===== src/rtl/alu_pkg.sv =====
// Shared types for ALU initiators: opcodes, one-hot control codes, issuer FSM states.
package alu_pkg;

  typedef enum logic [1:0] {
    OP_ADD = 2'b00,
    OP_SUB = 2'b01,
    OP_AND = 2'b10,
    OP_OR  = 2'b11
  } alu_op_e;

  localparam logic [3:0] CTRL_ADD = 4'b0001;
  localparam logic [3:0] CTRL_SUB = 4'b0010;
  localparam logic [3:0] CTRL_AND = 4'b0100;
  localparam logic [3:0] CTRL_OR  = 4'b1000;

  typedef enum logic [1:0] {
    ST_IDLE  = 2'b00,
    ST_DRIVE = 2'b01,
    ST_RESP  = 2'b10
  } state_e;

endpackage


===== src/rtl/alu_op_encoder.sv =====
// Combinational 2-bit opcode to 4-bit one-hot ALU control.
module alu_op_encoder
  import alu_pkg::*;
(
  input  logic [1:0] op,
  output logic [3:0] ctrl
);

  always_comb begin
    ctrl = 4'b0000;
    case (alu_op_e'(op))
      OP_ADD:  ctrl = CTRL_ADD;
      OP_SUB:  ctrl = CTRL_SUB;
      OP_AND:  ctrl = CTRL_AND;
      OP_OR:   ctrl = CTRL_OR;
      default: ctrl = 4'b0000;
    endcase
  end

endmodule


===== src/rtl/alu_cmd_issuer.sv =====
// Initiator for one combinational ALU: accept command, drive ALU, settle, return response.
// Optional accumulator feedback into operand A is enabled with `define ALU_ACC_EN.
module alu_cmd_issuer
  import alu_pkg::*;
#(
  parameter int DATA_W        = 8,
  parameter int SETTLE_CYCLES = 1
) (
  input  logic              clk,
  input  logic              rst_n,
  input  logic              cmd_valid,
  output logic              cmd_ready,
  input  logic [1:0]        cmd_op,
  input  logic [DATA_W-1:0] cmd_a,
  input  logic [DATA_W-1:0] cmd_b,
`ifdef ALU_ACC_EN
  input  logic              cmd_acc,
`endif
  output logic [3:0]        alu_ctrl,
  output logic [DATA_W-1:0] alu_a,
  output logic [DATA_W-1:0] alu_b,
  input  logic [DATA_W-1:0] alu_result,
  input  logic              alu_carry,
  output logic              rsp_valid,
  input  logic              rsp_ready,
  output logic [DATA_W-1:0] rsp_result,
  output logic              rsp_carry,
  output logic              rsp_zero,
  output logic              busy
);

  localparam int CNT_W = $clog2(SETTLE_CYCLES + 1);
  localparam logic [CNT_W-1:0] CNT_LOAD = CNT_W'(SETTLE_CYCLES - 1);

  state_e            state;
  alu_op_e           op_q;
  logic [CNT_W-1:0]  cnt;
  logic [3:0]        ctrl_nxt;
  logic [DATA_W-1:0] a_sel;
  logic              capture;

  alu_op_encoder u_enc (
    .op   (cmd_op),
    .ctrl (ctrl_nxt)
  );

  assign cmd_ready = (state == ST_IDLE);
  assign busy      = (state != ST_IDLE);
  assign capture   = (state == ST_DRIVE) && (cnt == '0);

`ifdef ALU_ACC_EN
  logic [DATA_W-1:0] acc;

  assign a_sel = cmd_acc ? acc : cmd_a;

  always_ff @(posedge clk or negedge rst_n) begin
    if (!rst_n)       acc <= '0;
    else if (capture) acc <= alu_result;
  end
`else
  assign a_sel = cmd_a;
`endif

  always_ff @(posedge clk or negedge rst_n) begin
    if (!rst_n) begin
      state      <= ST_IDLE;
      op_q       <= OP_ADD;
      cnt        <= '0;
      alu_ctrl   <= 4'b0000;
      alu_a      <= '0;
      alu_b      <= '0;
      rsp_valid  <= 1'b0;
      rsp_result <= '0;
      rsp_carry  <= 1'b0;
      rsp_zero   <= 1'b0;
    end else begin
      case (state)
        ST_IDLE: begin
          if (cmd_valid) begin
            alu_ctrl <= ctrl_nxt;
            alu_a    <= a_sel;
            alu_b    <= cmd_b;
            op_q     <= alu_op_e'(cmd_op);
            cnt      <= CNT_LOAD;
            state    <= ST_DRIVE;
          end
        end
        ST_DRIVE: begin
          if (cnt == '0) begin
            // ALU carry is only the A+B carry, so it is meaningful for ADD alone
            rsp_result <= alu_result;
            rsp_carry  <= (op_q == OP_ADD) && alu_carry;
            rsp_zero   <= (alu_result == '0);
            rsp_valid  <= 1'b1;
            alu_ctrl   <= 4'b0000;
            state      <= ST_RESP;
          end else begin
            cnt <= cnt - 1'b1;
          end
        end
        ST_RESP: begin
          if (rsp_ready) begin
            rsp_valid <= 1'b0;
            state     <= ST_IDLE;
          end
        end
        default: state <= ST_IDLE;
      endcase
    end
  end

endmodule


===== config.mk =====
export PLATFORM = sky130hd
export DESIGN_NAME = alu_cmd_issuer
export DESIGN_NICKNAME = d
export VERILOG_FILES = /design/src/rtl/alu_pkg.sv /design/src/rtl/alu_op_encoder.sv /design/src/rtl/alu_cmd_issuer.sv
export SDC_FILE = /design/constraint.sdc
export NUM_CORES = 1
export LEC_CHECK = 0
export BUFFER_PORTS_ARGS = -buffer_cell sky130_fd_sc_hd__buf_2
export CAP_MARGIN = 20
export CORE_MARGIN = 4
export CORE_UTILIZATION = 35
export CTS_BUF_LIST = sky130_fd_sc_hd__clkbuf_16
export DETAILED_ROUTE_END_ITERATION = 6
export PLACE_DENSITY_LB_ADDON = 0.08
export SLEW_MARGIN = 10
export SYNTH_ARGS = -nofsm -noshare
export SYNTH_HDL_FRONTEND = slang
export SYNTH_HIERARCHICAL = 1
export SYNTH_SLANG_ARGS = --single-unit
export TNS_END_PERCENT = 1

===== constraint.sdc =====
create_clock -name clk -period 3.7 [get_ports clk]
set_clock_uncertainty 0.15 [all_clocks]
set_input_delay 0.74 -clock clk [delete_from_list [all_inputs] [get_ports clk]]
set_output_delay 0.74 -clock clk [all_outputs]
set_load 0.02 [all_outputs]

-- Word level (Yosys, flattened, before mapping)
Cells that the tools add are included.
W data, S select, Z words.
- add/subtract/negate cells: 1
- $mul: 0
- divide/modulo/power cells: 0
- magnitude comparators: 0
- equality and inequality tests: 8
- shift operators: 0
- muxes and demuxes: 14
- bitwise operators: 1
- reduce and logical (&&, ||, !) cells: 14
- operators by type and width (operator ; number):
    $pmux W4 S4 ; 1
    $reduce_and A3 Y1 ; 3
    $logic_not A8 Y1 ; 1
    $mux W4 ; 2
    $pmux W4 S2 ; 1
    $eq A2 B2 Y1 const B ; 3
    $logic_not A2 Y1 ; 3
    $mux W2 ; 3
    $ne A2 B2 Y1 const B ; 3
    $pmux W2 S3 ; 1
    $reduce_and A2 Y1 ; 3
    $reduce_bool A2 Y1 ; 3
    $eq A2 B1 Y1 const B ; 2
    $mux W1 ; 4
    $pmux W1 S2 ; 2
    $logic_and A1 B1 Y1 ; 1
    $not A1 Y1 ; 1
    $sub A1 B1 Y1 const B ; 1
- flip-flop bits (word level): 36
- bits in latches: 0
- memory bits (writable): 0
- bits in read-only memories: 0
- input bits: 31
- output and inout port bits: 33
- logic and storage cells: 48
- memories: 0

-- Logic depth before layout (Yosys ltp)
Gate-level depths: netlist of run 1.
- depth after elaboration: 4
- gate-level depth with buffers: 6
- mapped depth without buffers: 4

-- Cells and area by module
Netlist of run 1, hierarchy kept.
- modules (own cells, without submodules) (module ; instances ; cells each ; area each (um^2) ; seq. area each (um^2)):
    alu_cmd_issuer ; 1 ; 134 ; 1397.6 ; 875.8
    alu_op_encoder ; 1 ; 4 ; 26.3 ; 0.0

-- Worst setup path after synthesis of run 1
OpenSTA, ideal clock, no wires.
- kind: reg-to-output
- start: register state[0]
- end: output port busy
- data arrival time: 922 ps
- data required time: 2810 ps
- slack: 1888 ps
- stages on the path, launching flop included: 3
- path buffers: 0
- cell sequence: dfrtp_1 -> nor2_1 -> inv_1
- word-level cells in the longest chain between the ends: 1
- RTL lines (element ; RTL line ; source):
    start: declaration ; alu_cmd_issuer.sv:35 ; state_e state;
    start signal: assignment ; alu_cmd_issuer.sv:66 ; state <= ST_IDLE;
    start signal: assignment ; alu_cmd_issuer.sv:85 ; state <= ST_DRIVE;
    start signal: assignment ; alu_cmd_issuer.sv:96 ; state <= ST_RESP;
    $reduce_bool A2 Y1 ; alu_cmd_issuer.sv:48 ; assign busy = (state != ST_IDLE);
    end: declaration ; alu_cmd_issuer.sv:29 ; output logic busy
No other way between the ends.

-- Worst setup path after layout of run 1
- start: input port cmd_valid
- end: register alu_b[6]
- word-level cells in the longest chain between the ends: 1
- RTL lines (element ; RTL line ; source):
    start: declaration ; alu_cmd_issuer.sv:11 ; input logic cmd_valid,
    $reduce_and A2 Y1 (no line) ; -- ;
    end signal: assignment ; alu_cmd_issuer.sv:82 ; alu_b <= cmd_b;
    end: declaration ; alu_cmd_issuer.sv:21 ; output logic [DATA_W-1:0] alu_b,
No other way between the ends.
A chain may end at the register's enable or synchronous reset.

==> results of run 1 <==
-- through the flow --
step | util [%] | cells
after CTS | 48.95 | 250
after global routing | 48.95 | 250
after global placement | 45.26 | 242
after detailed placement | 45.26 | 242
final | 48.95 | 250
after floorplan | - | 138
-- path summary, 6_finish.rpt --
| path | from | endpoint | slack [ps] | cells past startpoint |
|---|---|---|---|---|
| hold reg to reg | alu_b[5] | alu_b[5] | 320 | 2 |
| setup reg to reg | state[1] | alu_b[6] | 1790 | 4 |
| setup / recovery | cmd_valid | alu_b[6] | 1620 | 5 |
| hold / removal | alu_b[5] | alu_b[5] | 320 | 2 |
| max in group asynchronous | rst_n | state[1] | 2540 | 1 |
| min in group asynchronous | rst_n | rsp_result[1] | 380 | 1 |
-- logic make-up (layout without fill, tap and decap cells) --
| kind of cell | Yosys count | after routing | synth area share (%) |
|---|---|---|---|
| AND/OR/NAND/NOR | 80 | 80 | 23.37 |
| flip-flops | 35 | 35 | 61.51 |
| buffers and inverters | 10 | 74 | 6.766 |
| multiplexers | 8 | 8 | 6.327 |
| AO/OA/AOI/OAI | 5 | 5 | 2.021 |
-- placed cells by master, fill, tap and decap left out, types with 3 or more instances in the layout --
| master | netlist | final |
|---|---|---|
| dfrtp_1 | 35 | 35 |
| clkbuf_16 | 0 | 5 |
| buf_2 | 1 | 63 |
| mux2_2 | 7 | 7 |
| clkinv_2 | 0 | 3 |
| nand3_1 | 4 | 4 |
| nand2_1 | 65 | 65 |
-- area by class of cell --
class                   instances  area share [%]
repair buffers                 63           16.96
well taps                      48           3.230
inverters                       3          0.8748
clock buffers                   5           6.729
flip-flops and latches         35           47.11
clock inverters                 3          0.8075
multi-input cells              93           24.29
-- flip-flops by register name, summed over array words and instances (netlist names) --
signal	flops
rsp_zero	1
alu_b	8
rsp_carry	1
state	2
alu_ctrl	4
op_q	2
rsp_result	8
alu_a	8
rsp_valid	1
-- power by group --
group	total, mW	switching [mW]	internal (mW)
Combinational	0.685	0.444	0.241
Sequential	0.647	0.0903	0.557
Clock	0.389	0.144	0.245
Total	1.72	0.679	1.04
-- metal layers --
metal  vias up  global-route usage (%)  part of all wire (%)
li1        555                       -                     -
met4         0                   5.637                   1.4
met1       527                   14.25                    41
met3         6                   6.452                   9.8
met5         -                       0                     0
met2        38                   21.53                    47
-- worst min-delay path, cell delays in order (launching register included) --
cell	delay, ps
dfrtp_1	340
nand2_1	50
nand2_1	50
==> qor.txt, run 1 <==
===========================================================================================
Gpl congestion ...............................................................       0.7614
ANT nets after route .........................................................            0
Unrepaired setup endpoints after global routing ..............................           no
Layout Area Growth over Synthesis ............................................       30.58%
CTS sink cnt .................................................................           35
Post-synthesis cell type count ...............................................           21
Kind of cell adding the most delay to the critical path ...................... simple AND/OR/NAND/NOR gates
Proportion of netlist area held by the largest area contributor ..............       61.51%
Number of design-rule violations left by the first detailed-router iteration .           59
Buffer depth of the longest clock path .......................................            2
Total number of vias .........................................................        1,126
Setup Fix Bufs, Post-CTS .....................................................            0
Classification of the worst setup path .......................................       in2reg
Net count, final .............................................................          232
Data arrival, critical path ..................................................      2100 ps
Largest fanout on the critical path ..........................................           23
Required time at the endpoint of the critical path ...........................      3710 ps
Post-synthesis cell area ..................................................... 0.001424 mm2
Post-detailed-routing wire length ............................................     3.064 mm
Synthesized netlist cell count ...............................................          138
Worst setup margin ...........................................................      1616 ps
Number of inserted filler cells in the final layout ..........................          359
Crit share post-route ........................................................       56.32%
DP HPWL ......................................................................     2.194 mm
GR Overflow Total ............................................................            0
Placement Rows ...............................................................           22
Post-synthesis area per instance .............................................    10.32 um2
Worst slew pin tran ..........................................................     822.1 ps
Hold-fix buffers, CTS ........................................................            0
Detailed-route vias per instance .............................................        4.504
Chip Width ...................................................................     71.78 um
Cell with the most instances after synthesis .................................      nand2_1
Synthesized Nets .............................................................          169
Clock Pin Slew Worst Setup and Hold Paths ....................................        50 ps
Cell type with the largest total area after synthesis ........................      dfrtp_1
Input/output buffers .........................................................           63
Global-route wire length before repair .......................................     5.195 mm
CTS Buf Count ................................................................            5
Static power due to leakage ..................................................     1.041 nW
Vias in the first global route ...............................................        1,171
Cell Area, Placed ............................................................ 0.001719 mm2
Status ....................................................................... complete, no violations
Clock network latency to the later pin of the worst-skew pair ................       270 ps
Crit path time final .........................................................      2084 ps
# diodes .....................................................................            0
Final hold vios ..............................................................            0
Min-Delay Path Class .........................................................      reg2reg
Placeable core area .......................................................... 0.003799 mm2
Maximum number of pins on one net before global-route repair .................           36
Total negative setup slack ...................................................         0 ps
Clock tree from TritonCTS ....................................................        built
Number of levels in the clock H-tree .........................................            2
Worst slack at placement .....................................................      1293 ps
Main area contributors after synthesis ....................................... dfrtp_1 62%, nand2_1 17%, mux2_2 5.5%
Number of antenna violations at the first check in global routing ............            0
Initial standard-cell utilization of the core ................................       37.48%
Number of storage elements in the synthesis netlist ..........................           35
EDFF count, synth ............................................................            0
Upper clock frequency limit ..................................................    479.9 MHz
Per-cell routed wire length ..................................................     12.26 um
YS warnings ..................................................................            6
Reg area .....................................................................    875.8 um2
Overall power ................................................................     1.721 mW
Max-slew violation count .....................................................            0
VDD IR max ...................................................................     375.2 uV
Setup crit start kind ........................................................ primary input
Height of the chip ...........................................................     71.78 um
Slowest cell on the critical path ............................................       or3b_1
Most common library cells after synthesis .................................... 65 x nand2_1, 35 x dfrtp_1, 7 x mux2_2
Area of all placed cells without fillers ..................................... 0.001859 mm2
Delay contributed by the slowest stage of the critical path ..................       700 ps
Quantity of gates resized following cts ......................................            0
Io pins ......................................................................           64
Area used by multi-input combinational logic .................................    451.7 um2
Primary flip-flop cell chosen by synthesis mapping ...........................      dfrtp_1
List of cells traversed by the critical path ................................. buf_2, or3b_1, clkinv_4, nand2_1, nand2_1
Total routing resource utilization after global routing ......................       13.08%
Number of iterations in the first detailed-routing pass ......................            4
Number of remaining DRC errors ...............................................            0
Pwr Density .................................................................. 925.6 mW/mm2
Worst relative slew slack ....................................................       45.19%
Cell at the root of the clock tree ...........................................    clkbuf_16
Critical path capture point type .............................................    flip-flop
Number of failing setup endpoints in the final timing report .................            0
Post-Route Hold Slack ........................................................     320.2 ps
Combined buffer and inverter count along the critical path ...................            2
Maximum Capacitance Violations ...............................................            0
Sequential-to-total area share from yosys stat ...............................       61.51%
Ratio of cells with drive above 1 in the final layout ........................       40.10%
Share of synthesized flip-flops with an asynchronous set or reset ............       100.0%
Floorplan die area ........................................................... 0.005152 mm2
Cell seen most often among critical-path stages ..............................      nand2_1
===========================================================================================
Note: power is estimated with default switching activity, not from simulation.
==> inputs of run 2 (changes only) <==
==> constraint.sdc (replaced) <==
create_clock -name clk -period 1.9 [get_ports clk]
set_clock_uncertainty 0.15 [all_clocks]
set_input_delay 0.38 -clock clk [delete_from_list [all_inputs] [get_ports clk]]
set_output_delay 0.38 -clock clk [all_outputs]
set_load 0.02 [all_outputs]
==> qor.txt, run 2 (synthesis gave the netlist of run 1 again) <==
===========================================================================================
Status ....................................................................... complete, no violations   unchanged
Floorplan die area ........................................................... 0.005152 mm2   unchanged
Kind of cell adding the most delay to the critical path ......................   flip-flops   was simple AND/OR/NAND/NOR gates
Number of failing setup endpoints in the final timing report .................            0   unchanged
Total routing resource utilization after global routing ......................       12.76%   was 13.08%
Per-cell routed wire length ..................................................     11.84 um   was 12.26 um
Post-detailed-routing wire length ............................................     2.983 mm   was 3.064 mm
Unrepaired setup endpoints after global routing ..............................           no   unchanged
CTS Buf Count ................................................................            5   unchanged
Crit share post-route ........................................................       81.16%
Core utilization of the finished layout ......................................       49.24%   was 48.95%
Height of the chip ...........................................................     71.78 um   unchanged
Cell Area, Placed ............................................................ 0.001734 mm2   was 0.001719 mm2
Reg area .....................................................................    875.8 um2   unchanged
Quantity of gates resized following cts ......................................            0   unchanged
Worst relative slew slack ....................................................       50.14%   was 45.19%
Commonest non-fill, non-tap cells in the layout .............................. 65 x nand2_1, 63 x buf_2, 35 x dfrtp_1   unchanged
Final hold vios ..............................................................            0   unchanged
Largest fanout on the critical path ..........................................            6   was 23
Net count, final .............................................................          234   was 232
Vias in the first global route ...............................................        1,157   was 1,171
Layout Area Growth over Synthesis ............................................       31.37%   was 30.58%
Area used by multi-input combinational logic .................................    451.7 um2   unchanged
Placement Rows ...............................................................           22   unchanged
List of cells traversed by the critical path ................................. nor2_1, inv_1, buf_2   was buf_2, or3b_1, clkinv_4, nand2_1, nand2_1
Number of design-rule violations left by the first detailed-router iteration .           65   was 59
Worst slew pin tran ..........................................................     748.0 ps   was 822.1 ps
# diodes .....................................................................            0   unchanged
Setup crit start kind ........................................................    flip-flop   was primary input
Pwr Density ..................................................................  1790 mW/mm2   was 925.6 mW/mm2
DP HPWL ......................................................................     2.209 mm   was 2.194 mm
Maximum number of pins on one net before global-route repair .................           36   unchanged
Maximum Capacitance Violations ...............................................            0   unchanged
Clock network latency to the later pin of the worst-skew pair ................       270 ps   about the same
ANT nets after route .........................................................            0   unchanged
Io pins ......................................................................           64   unchanged
Number of levels in the clock H-tree .........................................            2   unchanged
Required time at the endpoint of the critical path ...........................      1370 ps   was 3710 ps
Buffer depth of the longest clock path .......................................            2   unchanged
Crit path time final .........................................................      1542 ps
Hold-fix buffers, CTS ........................................................            0   unchanged
Delay contributed by the slowest stage of the critical path ..................       420 ps   was 700 ps
Placeable core area .......................................................... 0.003799 mm2   unchanged
Input/output buffers .........................................................           63   unchanged
Total number of vias .........................................................        1,152   was 1,126
Max-slew violation count .....................................................            0   unchanged
Global-route wire length before repair .......................................     5.119 mm   was 5.195 mm
Area of all placed cells without fillers ..................................... 0.001871 mm2   was 0.001859 mm2
Leading registers by flop count .............................................. alu_a x8, alu_b x8, rsp_result x8   unchanged
Slowest cell on the critical path ............................................      dfrtp_1   was or3b_1
Total negative setup slack ...................................................         0 ps   unchanged
Combined buffer and inverter count along the critical path ...................            2   unchanged
Leading cell type in the layout, fill and taps excluded ......................      nand2_1   unchanged
Clock tree from TritonCTS ....................................................        built   unchanged
GR Overflow Total ............................................................            0   unchanged
Number of inserted filler cells in the final layout ..........................          387   was 359
Static power due to leakage ..................................................     1.047 nW   was 1.041 nW
Number of remaining DRC errors ...............................................            0   unchanged
Clock Pin Slew Worst Setup and Hold Paths ....................................        50 ps   about the same
Setup Fix Bufs, Post-CTS .....................................................            0   unchanged
CTS sink cnt .................................................................           35   unchanged
Ratio of cells with drive above 1 in the final layout ........................       39.22%   was 40.10%
Detailed-route vias per instance .............................................        4.571   was 4.504
Critical path capture point type .............................................   output pin   was flip-flop
Gpl congestion ...............................................................       0.7607   was 0.7614
Number of antenna violations at the first check in global routing ............            0   unchanged
Post-Route Hold Slack ........................................................     29.59 ps   was 320.2 ps
Chip Width ...................................................................     71.78 um   unchanged
VDD IR max ...................................................................     609.6 uV   was 375.2 uV
Cell at the root of the clock tree ...........................................    clkbuf_16   unchanged
Upper clock frequency limit ..................................................    648.5 MHz
Number of iterations in the first detailed-routing pass ......................            2   was 4
Classification of the worst setup path .......................................      reg2out   was in2reg
Min-Delay Path Class .........................................................     in2async   was reg2reg
Data arrival, critical path ..................................................      1010 ps   was 2100 ps
Initial standard-cell utilization of the core ................................       37.48%   unchanged
===========================================================================================
## run 2: stage by stage
stage               total power [mW]  cells  setup WS [ps]
floorplan                      2.242    138          448.2
global placement               2.615    244          381.7
detailed placement             2.665    244          369.2
CTS                            3.414    252          351.1
global route                   3.601    252          250.3
finish                         3.349    252          357.9
## run 2: final timing paths
path | startpoint | to | slack, ps | depth (start not counted)
max | state[1] | busy | 360 | 3
min | rst_n | rsp_result[5] | 30 | 1
max reg2reg | state[0] | alu_ctrl[0] | 380 | 4
min reg2reg | alu_a[6] | alu_a[6] | 320 | 2
max in group asynchronous | rst_n | alu_ctrl[0] | 1090 | 1
min in group clk | cmd_a[4] | alu_a[4] | 150 | 3
## run 2: power breakdown
group	switching [mW]	internal [mW]	leakage [nW]	total [mW]
logic	0.876	0.488	0.544	1.36
registers	0.172	1.08	0.433	1.26
clock network	0.258	0.470	0.0701	0.728
## run 2: final cells by class
| type | count | share of cell area (%) |
|---|---|---|
| flip-flops and latches | 35 | 46.82 |
| multi-input cells | 93 | 24.15 |
| repair buffers | 65 | 17.66 |
| clock buffers | 5 | 6.689 |
| well taps | 48 | 3.211 |
| inverters | 3 | 0.8696 |
| clock inverters | 3 | 0.6020 |
## run 2: layer usage
layer	track usage, %	wire, um
met5	0	0
met4	6.263	59
met1	13.70	1230
met3	4.488	259
met2	22.14	1434
